`config.mk`:
```
export PLATFORM = sky130hd
export DESIGN_NAME = mem_bus_monitor
export DESIGN_NICKNAME = d
export VERILOG_FILES = /design/src/rtl/mem_bus_monitor.sv
export SDC_FILE = /design/constraint.sdc
export NUM_CORES = 1
export LEC_CHECK = 0
export ABC_CLOCK_PERIOD_IN_PS = 10350
export CORE_ASPECT_RATIO = 1.75
export CORE_MARGIN = 4
export CORE_UTILIZATION = 55
export DETAILED_ROUTE_END_ITERATION = 8
export PLACE_DENSITY = 0.77
export SLEW_MARGIN = 10
export SYNTH_ARGS = -nofsm -noshare
export SYNTH_HDL_FRONTEND = slang
export SYNTH_SLANG_ARGS = --single-unit
```
`constraint.sdc`:
```
create_clock -name clk -period 10.35 [get_ports clk]
set_input_delay 1.035 -clock clk [delete_from_list [all_inputs] [get_ports clk]]
set_output_delay 1.035 -clock clk [all_outputs]
set_load 0.1 [all_outputs]
```
`src/rtl/mem_bus_monitor.sv`:
```
// Watches a core's native memory bus and judges a run as PASS or FAIL.
// Runs end on a completion write, a trap, a stall or a timeout. Bus transactions made during a run are kept in a trace FIFO.
module mem_bus_monitor #(
  parameter logic [31:0] DONE_ADDR   = 32'h0000_0010,
  parameter int          STALL_LIMIT = 16,
  parameter int          TIMEOUT     = 1_000_000,
  parameter int          TRACE_DEPTH = 8,
  parameter int          CNT_W       = 32
) (
  input  logic             clk,
  input  logic             resetn,
  input  logic             start,
  input  logic             mem_valid,
  input  logic             mem_ready,
  input  logic [31:0]      mem_addr,
  input  logic [31:0]      mem_wdata,
  input  logic [31:0]      mem_rdata,
  input  logic [3:0]       mem_wstrb,
  input  logic             trap,
  output logic [1:0]       state,
  output logic [CNT_W-1:0] cycle_count,
  output logic [31:0]      done_value,
  output logic [2:0]       status,
  input  logic             trc_rd,
  output logic             trc_valid,
  output logic [64:0]      trc_data,
  output logic             trc_overflow
);

  localparam int AW = $clog2(TRACE_DEPTH);
  localparam int SW = $clog2(STALL_LIMIT + 1);

  typedef enum logic [1:0] {
    IDLE = 2'd0,
    RUN  = 2'd1,
    PASS = 2'd2,
    FAIL = 2'd3
  } state_t;

  state_t        state_q, state_d;
  logic [SW-1:0] stall_cnt, stall_next;
  logic          in_run, txn, is_write;
  logic          done_hit, stall_hit, timeout_hit;

  always_comb begin
    // NOTE: every always_comb output gets a default first so no path can infer a latch.
    state_d     = state_q;
    in_run      = (state_q == RUN);
    txn         = mem_valid & mem_ready;
    is_write    = |mem_wstrb;
    done_hit    = in_run & txn & is_write & (mem_addr == DONE_ADDR);
    stall_next  = (mem_valid & ~mem_ready) ? stall_cnt + 1'b1 : '0;
    stall_hit   = in_run & (stall_next == SW'(STALL_LIMIT));
    timeout_hit = in_run & (cycle_count == CNT_W'(TIMEOUT - 1));
    if (start) begin
      state_d = RUN;
    end else if (in_run) begin
      if (done_hit)                            state_d = PASS;
      else if (trap | stall_hit | timeout_hit) state_d = FAIL;
    end
  end

  // NOTE: sequential state uses non-blocking assignments so every flop samples pre-edge values.
  always_ff @(posedge clk or negedge resetn) begin
    if (!resetn) state_q <= IDLE;
    else         state_q <= state_d;
  end

  assign state = state_q;

  always_ff @(posedge clk or negedge resetn) begin
    if (!resetn) begin
      cycle_count <= '0;
      done_value  <= '0;
      status      <= '0;
      stall_cnt   <= '0;
    end else if (start) begin
      cycle_count <= '0;
      done_value  <= '0;
      status      <= '0;
      stall_cnt   <= '0;
    end else if (in_run) begin
      if (cycle_count != '1) cycle_count <= cycle_count + 1'b1;
      stall_cnt <= stall_next;
      if (done_hit) done_value <= mem_wdata;
      // Completion may win the state, but every event still leaves its status bit set.
      status <= status | {stall_hit, timeout_hit, trap};
    end
  end

  // Trace FIFO. It only pushes during a run and can pop in any state.
  logic [64:0]   trc_mem [TRACE_DEPTH];
  logic [AW-1:0] wr_ptr, rd_ptr;
  logic [AW:0]   fill;
  logic          push, pop, full, push_ok;

  assign push    = in_run & ~start & txn;
  assign pop     = trc_rd & trc_valid;
  assign full    = (fill == (AW + 1)'(TRACE_DEPTH));
  assign push_ok = push & (~full | pop);

  always_ff @(posedge clk or negedge resetn) begin
    if (!resetn) begin
      wr_ptr       <= '0;
      rd_ptr       <= '0;
      fill         <= '0;
      trc_overflow <= 1'b0;
    end else if (start) begin
      wr_ptr       <= '0;
      rd_ptr       <= '0;
      fill         <= '0;
      trc_overflow <= 1'b0;
    end else begin
      if (push_ok) wr_ptr <= wr_ptr + 1'b1;
      if (pop)     rd_ptr <= rd_ptr + 1'b1;
      fill <= fill + (AW + 1)'(push_ok) - (AW + 1)'(pop);
      if (push & full & ~pop) trc_overflow <= 1'b1;
    end
  end

  // NOTE: the storage array has no reset; emptiness comes from the fill count alone.
  always_ff @(posedge clk) begin
    if (push_ok) trc_mem[wr_ptr] <= {is_write, mem_addr, is_write ? mem_wdata : mem_rdata};
  end

  assign trc_valid = (fill != '0);
  assign trc_data  = trc_mem[rd_ptr];

endmodule

```
; Word level (Yosys, flattened, before mapping)
; Memories as Yosys holds them, arrays and structs flattened.
; Index checks and enable logic that the tools add are counted.
[word_totals]
reg_bits = 85
out_inout_bits = 136
ramBits = 520
n_memories = 1
elab_cells = 80
in_bits = 107
[op_classes]
add_sub_neg = 6
eq_ne = 6
bitwise = 21
reduce_logical = 12
mux = 25
[memory_table]
columns = memory, depth, width, rd, rd_ports_with_merged_regs, wr, line
row1 = trc_mem, 8, 65, 1, 0, 1, 92  ; logic [64:0] trc_mem [TRACE_DEPTH];
[op_table]
columns = operator, n
row1 = 32-bit two-way mux, 7
row2 = 32-bit by 1-bit adder with 32-bit output (second input constant), 1
row3 = 32-bit by 20-bit equality test with 1-bit output (second input constant), 1
row4 = 32-bit by 5-bit equality test with 1-bit output (second input constant), 1
row5 = 32-bit inequality test (second input constant), 1
row6 = 3-bit two-way mux, 6
row7 = 5-bit two-way mux, 3
row8 = 1-bit bitwise AND, 13
row9 = 2-bit nonzero test, 6
row10 = 2-bit two-way mux, 4
row11 = 3-bit by 1-bit adder with 3-bit output (second input constant), 2
row12 = 2-bit AND reduction, 3
row13 = 5-bit by 1-bit adder with 5-bit output (second input constant), 1
row14 = 5-bit equality test (second input constant), 1
row15 = 4-bit by 1-bit adder with 4-bit output, 1
row16 = 4-bit equality test (second input constant), 1
row17 = 1-bit two-way mux, 4
row18 = 4-bit two-way mux, 1
row19 = 1-bit inverter, 4
row20 = 4-bit nonzero test, 1
row21 = 4-bit OR reduction, 1
row22 = 4-bit by 1-bit subtractor with 4-bit output, 1
row23 = 1-bit bitwise OR, 3
row24 = 3-bit bitwise OR, 1
row25 = other kinds (2), 2

; Longest topological paths before layout
[logic_depth]
word_depth = 11
mapped_depth = 12
depth_no_buf = 12

; Least setup slack after synthesis
; OpenSTA, ideal clock, no wires.
[synth_path]
path_kind = register -> register
start = reg state_q[0] (netlist: state[0])
end = mem trc_mem[4][0], enable pin
slack_ns = 1.042
setup_ns = 0.671
path_buffers = 1
t_arrival_ns = 8.637
path_stages_with_launch = 6
period_less_slack_ns = 9.308
t_required_ns = 9.679
cell_sequence = dfrtp_1 -> nand2b_1 -> clkbuf_1 -> a311oi_2 -> nand2b_1 -> nor4b_1
[synth_via]
elab_chain_len = 6
[synth_lines]
columns = element, line
row1 = start: declaration, 40  ; state_t state_q, state_d;
row2 = start signal: assignment, 66  ; else state_q <= state_d;
row3 = 2-bit by 1-bit equality test with 1-bit output, 48  ; in_run = (state_q == RUN);
row4 = 1-bit bitwise AND (2 in series), 97  ; assign push = in_run & ~start & txn;
row5 = 1-bit bitwise AND, 100  ; assign push_ok = push & (~full | pop);
row6 = 1-bit two-way mux (2 in series), 123  ; if (push_ok) trc_mem[wr_ptr] <= {is_write, mem_addr, is_write ? mem_wdata : mem_rdata};
row7 = end: declaration, 92
; No other way between the ends.

; Final worst setup path
[layout_path]
start = reg rd_ptr[0]
end = out trc_data[42]
[layout_via]
elab_chain_len = 1
[layout_lines]
columns = element, line
row1 = start: declaration, 93  ; logic [AW-1:0] wr_ptr, rd_ptr;
row2 = start signal: assignment, 115  ; if (pop) rd_ptr <= rd_ptr + 1'b1;
row3 = memory 8 x 65 bit, --
row4 = end: declaration, 26  ; output logic [64:0] trc_data,
; No other way between the ends.

==> out/qor.yml <==
synth:
  synth.area.top_cells: "edfxtp_1 65%, mux4_2 12%, dfrtp_1 8.8%"
  ys_warn_count: 0
  ys_ff_latch: 605
  synth_edf_count: 520
  syn_nets: 1329
  synth.distinct_cells: 57
  netlist.area_leader.share_pct: 64.6
  synth_area_per_cell_sq_um: 20.0
  async_reset_ff_share_pct: 14.0
  syn_area_sq_um: 24200
  ys.flop_type: "edfxtp_1"
  yosys.area.top_type: "edfxtp_1"
  syn_inst: 1211
  synth-seq-area-share_pct: 73.4
place:
  portBuffers: 242
  dp_cells: 1981
  place_hpwl_microns: 31700
  place_congestion: 0.826
  placed_area_sq_um: 27300
layout:
  areaGrowthSynthToFinish_pct: 19.6
  fin_util_pct: 66.5
  fin_area_sq_um: 28900
  nNetsFinal: 1585
  drive_gt1_share_pct: 23.9
  final_cell_count_no_fill: 2076
floorplan:
  die_area_sq_um: 47500
  start_util_pct: 55.6
  ios: 243
  die_w_microns: 166
  rows: 101
  die_height_microns: 285
  core_sq_um: 43500
critical_path:
  worstSetupEndpointType: "output pin"
  crit_fanout: 54
  r2r-end: "trc_mem[4][4]$_DFFE_PP_"
  r2r_start: "state[1]$_DFFE_PN0P_"
  r2r.worst_path.cells: 5
  worstSetupStartpoint: "rd_ptr[0]$_DFFE_PN0P_"
  rrSetupSlack_ns: 6.61
  critPathKind: "reg -> out"
  worst_setup_path_start_kind: "register"
  crit_required_ns: 9.32
  arrival_ns: 4.47
clocking:
  insertion_delay_ns: 0.57
  htree_levels: 2
  numClockSinks: 605
  cts-resized-gates: 0
  cts_hold_buf: 0
  clk_pin_slew_ns: 0.07
  post-cts-setup-buffer-count: 0
  clock-root-buffer: "clkbuf_16"
  cts_made_buffers: 50
  cts_buffer_depth: 3
  cts_tree: "built"
timing:
  final.setup.tns_ns: 0
  fin_crit_ns: 5.51
  max_clock_freq_ghz: 0.182
  slew_headroom_pct: 25.1
  clock_skew_ns: 0.0200
  hold_ws_ns: 0.341
  finalHoldViolations: 0
  period_share_pct: 53.2
  rsz0062_at_grt: "no"
  setup_viol: 0
  worst_pin_slew_ns: 1.12
  final_max_slew_viol_count: 0
power_and_ir_drop:
  leakagePower_nw: 9.39
  p_per_area_nw_per_um2: 222
  worst_ir_drop_vdd_v: 0.000181
global_routing:
  antenna_found_initial: 1
  grt_max_degree: 70
  grt_pass1_vias: 13500
  grt_pass1_wl_microns: 81500
  grt_remaining_overflow: 0
  grtUsageTotal_pct: 22.4
worst_hold_path:
  hold_class: "in -> async"
drt:
  ant_nets: 0
  via_count: 12600
  dr.pass1.iters: 5
  drtIter0Drc: 879
  drt_wl_total_microns: 52900
  wl_per_cell_microns: 25.5
  drc_errors: 0
  viasPerCell: 6.09
run_status:
  status: "complete, no violations"
run:
  max-cap-violations: 0
## cell type report
| class | instances | area, sq um |
|---|---|---|
| fill | 2897 | 14600 |
| timing repair buffer | 267 | 2600 |
| clock inverter | 24 | 226 |
| tap | 566 | 708 |
| antenna | 2 | 5.00 |
| clock buffer | 69 | 1390 |
| multi-input combinational | 533 | 6180 |
| sequential | 605 | 17800 |
| inverter | 10 | 37.5 |
## stage by stage
| stage | total power, mW | setup slack (ns) |
|---|---|---|
| floorplan | 4.21 | 1.04 |
| global placement | 4.61 | 5.23 |
| detailed placement | 4.63 | 5.15 |
| CTS | 6.49 | 4.72 |
| global route | 6.67 | 4.50 |
| finish | 6.43 | 4.84 |
## power breakdown
group          internal (mW)  switching [mW]  total (mW)  leakage [nW]
combinational          0.639            1.14        1.78          2.74
sequential              2.68          0.0949        2.77          5.85
clock                   1.04           0.828        1.87         0.796
total                   4.36            2.06        6.43          9.39
## cells in the final DEF, fill, tap and decap left out, types with 14 or more instances in the layout
cell and instances:
edfxtp_1 520, nor4_1 17, mux4_2 130, mux2_2 102, dfrtp_1 82, a21oi_1 24, nand3_1 14, a22o_1 33
buf_4 26, nand2_1 20, nor2_1 37, nand4_1 16, clkbuf_16 51, clkdlybuf4s50_1 240
## cells in the mapped netlist (10+ instances only)
cell and number:
a21oi_1 24, nand3_1 14, edfxtp_1 520, mux2_2 102
dfrtp_1 85, mux4_2 130, a22o_1 33, xnor2_1 13
nor2_1 39, inv_1 10, clkbuf_1 45, nor4_1 19
ha_1 10, nand2_1 20, nand4_1 16
## worst max-delay path, stage by stage, from the launching register on
cell and delay, ns:
dfrtp_4 1.13, buf_4 0.79, mux4_2 0.58, mux2_2 0.31, clkdlybuf4s50_1 0.98
## worst max path at each step
stage                                             to  slack (ns)  cells past startpoint
after global placement    done_value[30]$_DFFE_PN0P_        5.23                      7
after CTS                               trc_data[30]        4.72                      4
after floorplan              trc_mem[4][0]$_DFFE_PP_        1.04                      5
after detailed placement  done_value[18]$_DFFE_PN0P_        5.15                      7
final                                   trc_data[42]        4.84                      4
after global routing                    trc_data[28]        4.50                      4
## state kept, by name, summed over array words and instances (netlist names)
signal,cells
wr_ptr,3
stall_cnt,5
trc_overflow,1
state,2
rd_ptr,3
cycle_count,32
trc_mem,520
status,3
done_value,32
fill,4
## cell families (layout without fill, tap and decap cells)
logic type,after synthesis,count (layout),share of synthesized area (%)
adders and majority gates,11,11,0.601
other,0,2,0
AOI/OAI and AO/OA,95,95,2.90
DFF,605,605,73.4
buffers and inverters,73,370,1.27
muxes,233,233,16.9
and+or+nand+nor,176,176,4.26
xor gates and xnor gates,18,18,0.652
## layer usage
| metal | share of wire (%) | wire length (microns) | track usage [%] |
|---|---|---|---|
| met1 | 37 | 19700 | 27.6 |
| met2 | 53 | 28000 | 39.5 |
| met3 | 6.1 | 3240 | 4.54 |
| met4 | 3.7 | 1950 | 8.09 |
| met5 | 0 | 0 | 0 |
No activity file was read; power rests on OpenSTA's default activity.
